<file path="config.mk">
export PLATFORM = sky130hd
export DESIGN_NAME = int_issue_queue
export DESIGN_NICKNAME = d
export VERILOG_FILES = /design/src/rtl/int_issue_queue.sv
export SDC_FILE = /design/constraint.sdc
export NUM_CORES = 2
export LEC_CHECK = 0
export CAP_MARGIN = 20
export CORE_MARGIN = 3
export CORE_UTILIZATION = 40
export CTS_CLUSTER_SIZE = 10
export DETAILED_ROUTE_END_ITERATION = 7
export GPL_TIMING_DRIVEN = 0
export HOLD_SLACK_MARGIN = 0.03
export PLACE_DENSITY = 0.57
export SYNTH_ARGS = -nofsm -noshare
export SYNTH_HDL_FRONTEND = slang
export SYNTH_SLANG_ARGS = --single-unit
</file>
<file path="constraint.sdc">
create_clock -name clk_i -period 73.2 [get_ports clk_i]
set_input_delay 14.64 -clock clk_i [delete_from_list [all_inputs] [get_ports clk_i]]
set_output_delay 14.64 -clock clk_i [all_outputs]
set_load 0.01 [all_outputs]
</file>
<file path="src/rtl/int_issue_queue.sv">
// Integer issue queue: age-ordered entries with CDB wakeup, oldest-ready select and compaction.
// Optional ISSUEQ_WAKEUP_BYPASS_EN lets a same-cycle CDB match make an entry selectable at once.
module int_issue_queue #(
   parameter int unsigned DEPTH = 8,
   parameter int unsigned CNTW  = $clog2(DEPTH + 1)
) (
   input  logic            clk_i,
   input  logic            reset_i,
   input  logic            dispatch_valid_i,
   input  logic [5:0]      dispatch_opcode_i,
   input  logic [5:0]      dispatch_rstag_i,
   input  logic [5:0]      dispatch_rttag_i,
   input  logic            dispatch_rsvalid_i,
   input  logic            dispatch_rtvalid_i,
   input  logic [31:0]     dispatch_rsdata_i,
   input  logic [31:0]     dispatch_rtdata_i,
   input  logic [5:0]      dispatch_rdtag_i,
   input  logic            flush_i,
   input  logic            cdb_valid_i,
   input  logic [5:0]      cdb_tag_i,
   input  logic [31:0]     cdb_data_i,
   input  logic            issueint_equeueint_done_i,
   output logic            issueint_ready_o,
   output logic [5:0]      issueint_opcode_o,
   output logic [31:0]     issueint_rsdata_o,
   output logic [31:0]     issueint_rtdata_o,
   output logic [5:0]      issueint_rdtag_o,
   output logic            issueq_full_o,
   output logic [CNTW-1:0] issueq_count_o
);

   localparam int unsigned IdxW = (DEPTH > 1) ? $clog2(DEPTH) : 1;

   typedef struct packed {
      logic        valid;
      logic [5:0]  opcode;
      logic [5:0]  rdtag;
      logic [5:0]  rs_tag;
      logic        rs_dval;
      logic [31:0] rs_data;
      logic [5:0]  rt_tag;
      logic        rt_dval;
      logic [31:0] rt_data;
   } entry_t;

   entry_t            ent_q [DEPTH];
   entry_t            ent_d [DEPTH];
   entry_t            ent_w [DEPTH];
   entry_t            new_ent;
   logic [DEPTH-1:0]  rdy;
   logic              sel_found;
   logic [IdxW-1:0]   sel_idx;
   logic              issue_ready;
   logic              remove;
   logic              accept;
   logic [CNTW-1:0]   wr_idx;
   logic [CNTW-1:0]   count_q, count_d;
   logic              full_q, full_d;

   // Entries as they look after this cycle's CDB snoop.
   always_comb begin
      for (int i = 0; i < int'(DEPTH); i++) begin
         ent_w[i] = ent_q[i];
         if (cdb_valid_i && ent_q[i].valid && !ent_q[i].rs_dval &&
             (ent_q[i].rs_tag == cdb_tag_i)) begin
            ent_w[i].rs_dval = 1'b1;
            ent_w[i].rs_data = cdb_data_i;
         end
         if (cdb_valid_i && ent_q[i].valid && !ent_q[i].rt_dval &&
             (ent_q[i].rt_tag == cdb_tag_i)) begin
            ent_w[i].rt_dval = 1'b1;
            ent_w[i].rt_data = cdb_data_i;
         end
      end
   end

   always_comb begin
      for (int i = 0; i < int'(DEPTH); i++) begin
`ifdef ISSUEQ_WAKEUP_BYPASS_EN
         rdy[i] = ent_w[i].valid & ent_w[i].rs_dval & ent_w[i].rt_dval;
`else
         rdy[i] = ent_q[i].valid & ent_q[i].rs_dval & ent_q[i].rt_dval;
`endif
      end
   end

   // Lowest index wins: entry 0 is the oldest.
   always_comb begin
      sel_found = 1'b0;
      sel_idx   = '0;
      for (int i = 0; i < int'(DEPTH); i++) begin
         if (rdy[i] && !sel_found) begin
            sel_found = 1'b1;
            sel_idx   = IdxW'(i);
         end
      end
   end

   assign issue_ready = sel_found & ~flush_i;

   always_comb begin
      issueint_ready_o  = issue_ready;
      issueint_opcode_o = '0;
      issueint_rsdata_o = '0;
      issueint_rtdata_o = '0;
      issueint_rdtag_o  = '0;
      if (issue_ready) begin
`ifdef ISSUEQ_WAKEUP_BYPASS_EN
         issueint_opcode_o = ent_w[sel_idx].opcode;
         issueint_rsdata_o = ent_w[sel_idx].rs_data;
         issueint_rtdata_o = ent_w[sel_idx].rt_data;
         issueint_rdtag_o  = ent_w[sel_idx].rdtag;
`else
         issueint_opcode_o = ent_q[sel_idx].opcode;
         issueint_rsdata_o = ent_q[sel_idx].rs_data;
         issueint_rtdata_o = ent_q[sel_idx].rt_data;
         issueint_rdtag_o  = ent_q[sel_idx].rdtag;
`endif
      end
   end

   assign remove = issue_ready & issueint_equeueint_done_i;
   assign accept = dispatch_valid_i & ~full_q & ~flush_i;
   assign wr_idx = count_q - CNTW'(remove);

   // Incoming op, including a capture of a same-cycle CDB broadcast.
   always_comb begin
      new_ent        = '0;
      new_ent.valid  = 1'b1;
      new_ent.opcode = dispatch_opcode_i;
      new_ent.rdtag  = dispatch_rdtag_i;
      new_ent.rs_tag = dispatch_rstag_i;
      new_ent.rt_tag = dispatch_rttag_i;
      if (dispatch_rsvalid_i) begin
         new_ent.rs_dval = 1'b1;
         new_ent.rs_data = dispatch_rsdata_i;
      end else if (cdb_valid_i && (dispatch_rstag_i == cdb_tag_i)) begin
         new_ent.rs_dval = 1'b1;
         new_ent.rs_data = cdb_data_i;
      end
      if (dispatch_rtvalid_i) begin
         new_ent.rt_dval = 1'b1;
         new_ent.rt_data = dispatch_rtdata_i;
      end else if (cdb_valid_i && (dispatch_rttag_i == cdb_tag_i)) begin
         new_ent.rt_dval = 1'b1;
         new_ent.rt_data = cdb_data_i;
      end
   end

   // Compaction: slots at or above the removed one pull from their upper neighbour.
   always_comb begin
      for (int i = 0; i < int'(DEPTH); i++) begin
         int src;
         src = i;
         if (remove && (i >= int'(sel_idx))) begin
            src = i + 1;
         end
         if (src < int'(DEPTH)) begin
            ent_d[i] = ent_w[IdxW'(src)];
         end else begin
            ent_d[i] = '0;
         end
         if (accept && (CNTW'(i) == wr_idx)) begin
            ent_d[i] = new_ent;
         end
         if (flush_i) begin
            ent_d[i] = '0;
         end
      end
   end

   always_comb begin
      count_d = count_q - CNTW'(remove) + CNTW'(accept);
      if (flush_i) begin
         count_d = '0;
      end
      full_d = (count_d == CNTW'(DEPTH));
   end

   always_ff @(posedge clk_i or posedge reset_i) begin
      if (reset_i) begin
         for (int i = 0; i < int'(DEPTH); i++) begin
            ent_q[i] <= '0;
         end
         count_q <= '0;
         full_q  <= 1'b0;
      end else begin
         for (int i = 0; i < int'(DEPTH); i++) begin
            ent_q[i] <= ent_d[i];
         end
         count_q <= count_d;
         full_q  <= full_d;
      end
   end

   assign issueq_full_o  = full_q;
   assign issueq_count_o = count_q;

endmodule

</file>
==> qor.yml <==
cts:
  htree_levels: 3
  cts_buffer_depth: 3
  clock_sinks: 733
  clkLatencyLatePin_ns: 0.71
  cts_buffers: 89
  cts_tree: "done"
  post_cts_buffers: 0
  root_buffer: "clkbuf_16"
  hold_buffers: 0
  clk_pin_slew_ns: 0.06
  cts_resized: 0
critical_path:
  reg2reg_depth: 16
  crit_arrival_ns: 18.54
  path_cells: "clkdlybuf4s50_1 > a31o_2 > clkbuf_2 > clkbuf_1 > a2111oi_0 > clkdlybuf4s50_1"
  crit_path_end_kind: "output port"
  cpMaxStageDelayCell: "a2111oi_0"
  worst-path-buf-inv: 4
  path_delay_family: "buffers and inverters"
  rr_endpoint: "ent_q[245]"
  slowest_delay_ns: 0.94
  required_ns: 58.56
  path_max_fanout: 10
  cpMostUsedCell: "clkdlybuf4s50_1"
  start_kind: "input port"
  r2r-start: "ent_q[636]"
  rrSetupSlack_ns: 66.44
  critical_path_class: "in2out"
floorplan:
  rows: 121
  initial_core_util_pct: 40.4
  dieWidth_um: 338
  io_pins: 216
  die_area_um2: 114000
  core_um2: 109000
  die_h_um: 338
pwr:
  cellPowerDensity_nw_per_um2: 18.3
  ir_worst_vdd_uv: 19.6
  leakagePower_nw: 20.3
placement:
  place_area_um2: 47800
  hpwl_um: 167000
  gp_congestion: 1.04
  numPortBuffers: 156
route:
  vias_per_cell: 7.21
  ant_nets: 0
  drtIter0Drc: 7349
  drtPass1Iterations: 8
  vias: 47000
  wirelength_um: 238000
  post-route-drc-count: 0
  routedWlPerCell_um: 36.5
global_routing:
  grt_max_degree: 115
  grt_pass1_vias: 44400
  antenna_found_initial: 11
  grt_usage_pct: 40.5
  grt_overflow: 0
  grt_pass1_wl_um: 332000
yosys:
  netlist_instances: 4761
  ys_warn_count: 0
  seq_area_frac_synth_pct: 41.7
  synth_flop_cell: "dfrtp_1"
  yosys_register_bits: 733
  synth_fp_nets: 4899
  async_flop_share_pct: 100
  synth_top_area_share_pct: 41.7
  ys_top_cells_by_count: "733 x dfrtp_1, 570 x nor2_1, 561 x o22ai_1"
  synthesis.area_um2: 44000
  yosys-top-cells-area: "dfrtp_1 42%, mux2i_1 8.6%, o22ai_1 8.0%"
  synth-edff-count: 0
  yosysTopAreaCell: "dfrtp_1"
  synthMostInstantiatedCell: "dfrtp_1"
  synth.avg_cell_area_um2: 9.24
  synth_cell_types: 66
sta:
  worst_slew_pin_slew_ns: 1.31
  finalSetupTns_ns: 0
  fin_crit_ns: 33.18
  fmax_ghz: 0.0301
  slew_viol_final: 0
  worst_slew_margin_rel_pct: 12.6
  rsz0062_at_grt: "false"
  setup_viol: 0
  post-route-period-util_pct: 45.3
  fin_skew_ns: 0.0392
  hold_viol: 0
final_layout:
  fillers: 10700
  drive_gt1_share_pct: 9.03
  fin_nets: 5186
  area.growth.synth_to_final_pct: 14.8
  final_area_um2: 50500
worst_hold_path:
  hold_depth: 1
  hold_path.class: "reg2reg"
  min_from: "ent_q[78]"
  holdPathEnd: "ent_q[78]"
run_status:
  status: "finished, final reports clean"
job:
  drv_cap: 0
worst max-delay path by stage:
stage / start / to / slack (ns) / depth (start not counted)
after CTS: flush_i / issueint_rsdata_o[23] / 40.18 / 6
after global placement: reset_i / ent_q[556] / 26.90 / 2
final: flush_i / issueint_rsdata_o[9] / 40.02 / 6
after global routing: flush_i / issueint_rsdata_o[23] / 40.11 / 6
after detailed placement: flush_i / issueint_rsdata_o[9] / 40.21 / 6
after floorplan: reset_i / ent_q[0] / 37.99 / 1
cells by family after synthesis:
logic type,count (synthesis),synth area share (%)
buffers and inverters,611,5.76
XOR/XNOR,112,2.23
multiplexers,507,11.9
adder cells (fa/ha/maj),4,0.114
flip-flops,733,41.7
AO/OA/AOI/OAI,1529,25.9
AND/OR/NAND/NOR,1265,12.4
placed cells by master, fill, tap and decap left out, types with 104 or more instances in the layout:
cell / netlist / layout
a211oi_1: 104 / 104
a311oi_1: 133 / 133
buf_2: 115 / 122
clkbuf_1: 416 / 440
clkdlybuf4s50_1: 0 / 156
dfrtp_1: 733 / 733
mux2_2: 130 / 130
mux2i_1: 377 / 376
nand2_1: 405 / 405
nor2_1: 570 / 568
o22ai_1: 561 / 561
o32ai_1: 227 / 227
flip-flops by register name, indices dropped and copies added, names as in the netlist:
signal / cells
issueq_full_o: 1
issueq_count_o: 4
ent_q: 728
metrics by stage:
| stage | std cells | worst slack (ns) | power (mW) | hold WS [ns] | utilization [%] |
|---|---|---|---|---|---|
| 2_1_floorplan | 4761 | 37.99 | 0.464 | 0.488 | - |
| 3_3_place_gp | 6331 | 26.90 | 0.500 | 0.509 | 43.4 |
| 3_5_place_dp | 6362 | 40.21 | 0.500 | 0.516 | 43.8 |
| 4_1_cts | 6497 | 40.18 | 0.918 | 0.529 | 46.2 |
| 5_1_grt | 6508 | 40.11 | 0.940 | 0.559 | 46.3 |
| 6_report | 6517 | 40.02 | 0.925 | 0.532 | 46.3 |
routing by layer:
metal	wire length (um)	vias up	part of all wire, %	global-route usage, %
li1	-	18800	-	-
met1	92300	23500	39	53.1
met2	99100	3866	42	57.5
met3	31000	806	13	14.2
met4	15400	4	6.5	23.3
met5	110	-	0.046	0.681
cell type report:
class	instances	area, um^2	share of cell area [%]
Sequential cell	733	18300	36.3
Clock inverter	10	90.1	0.178
Tap cell	1414	1770	3.50
Multi-Input combinational cell	3417	23100	45.8
Timing Repair Buffer	196	2080	4.13
Clock buffer	125	2480	4.92
Buffer	603	2510	4.97
Inverter	8	37.5	0.0743
Antenna cell	11	27.5	0.0545
power breakdown:
part           switching, mW  total (mW)  leakage [nW]  internal, mW
Combinational         0.0613      0.0819          8.80        0.0206
Clock                  0.191       0.428          1.26         0.236
Sequential           0.00416       0.415          10.2         0.411
No activity file was read; power rests on OpenSTA's default activity.
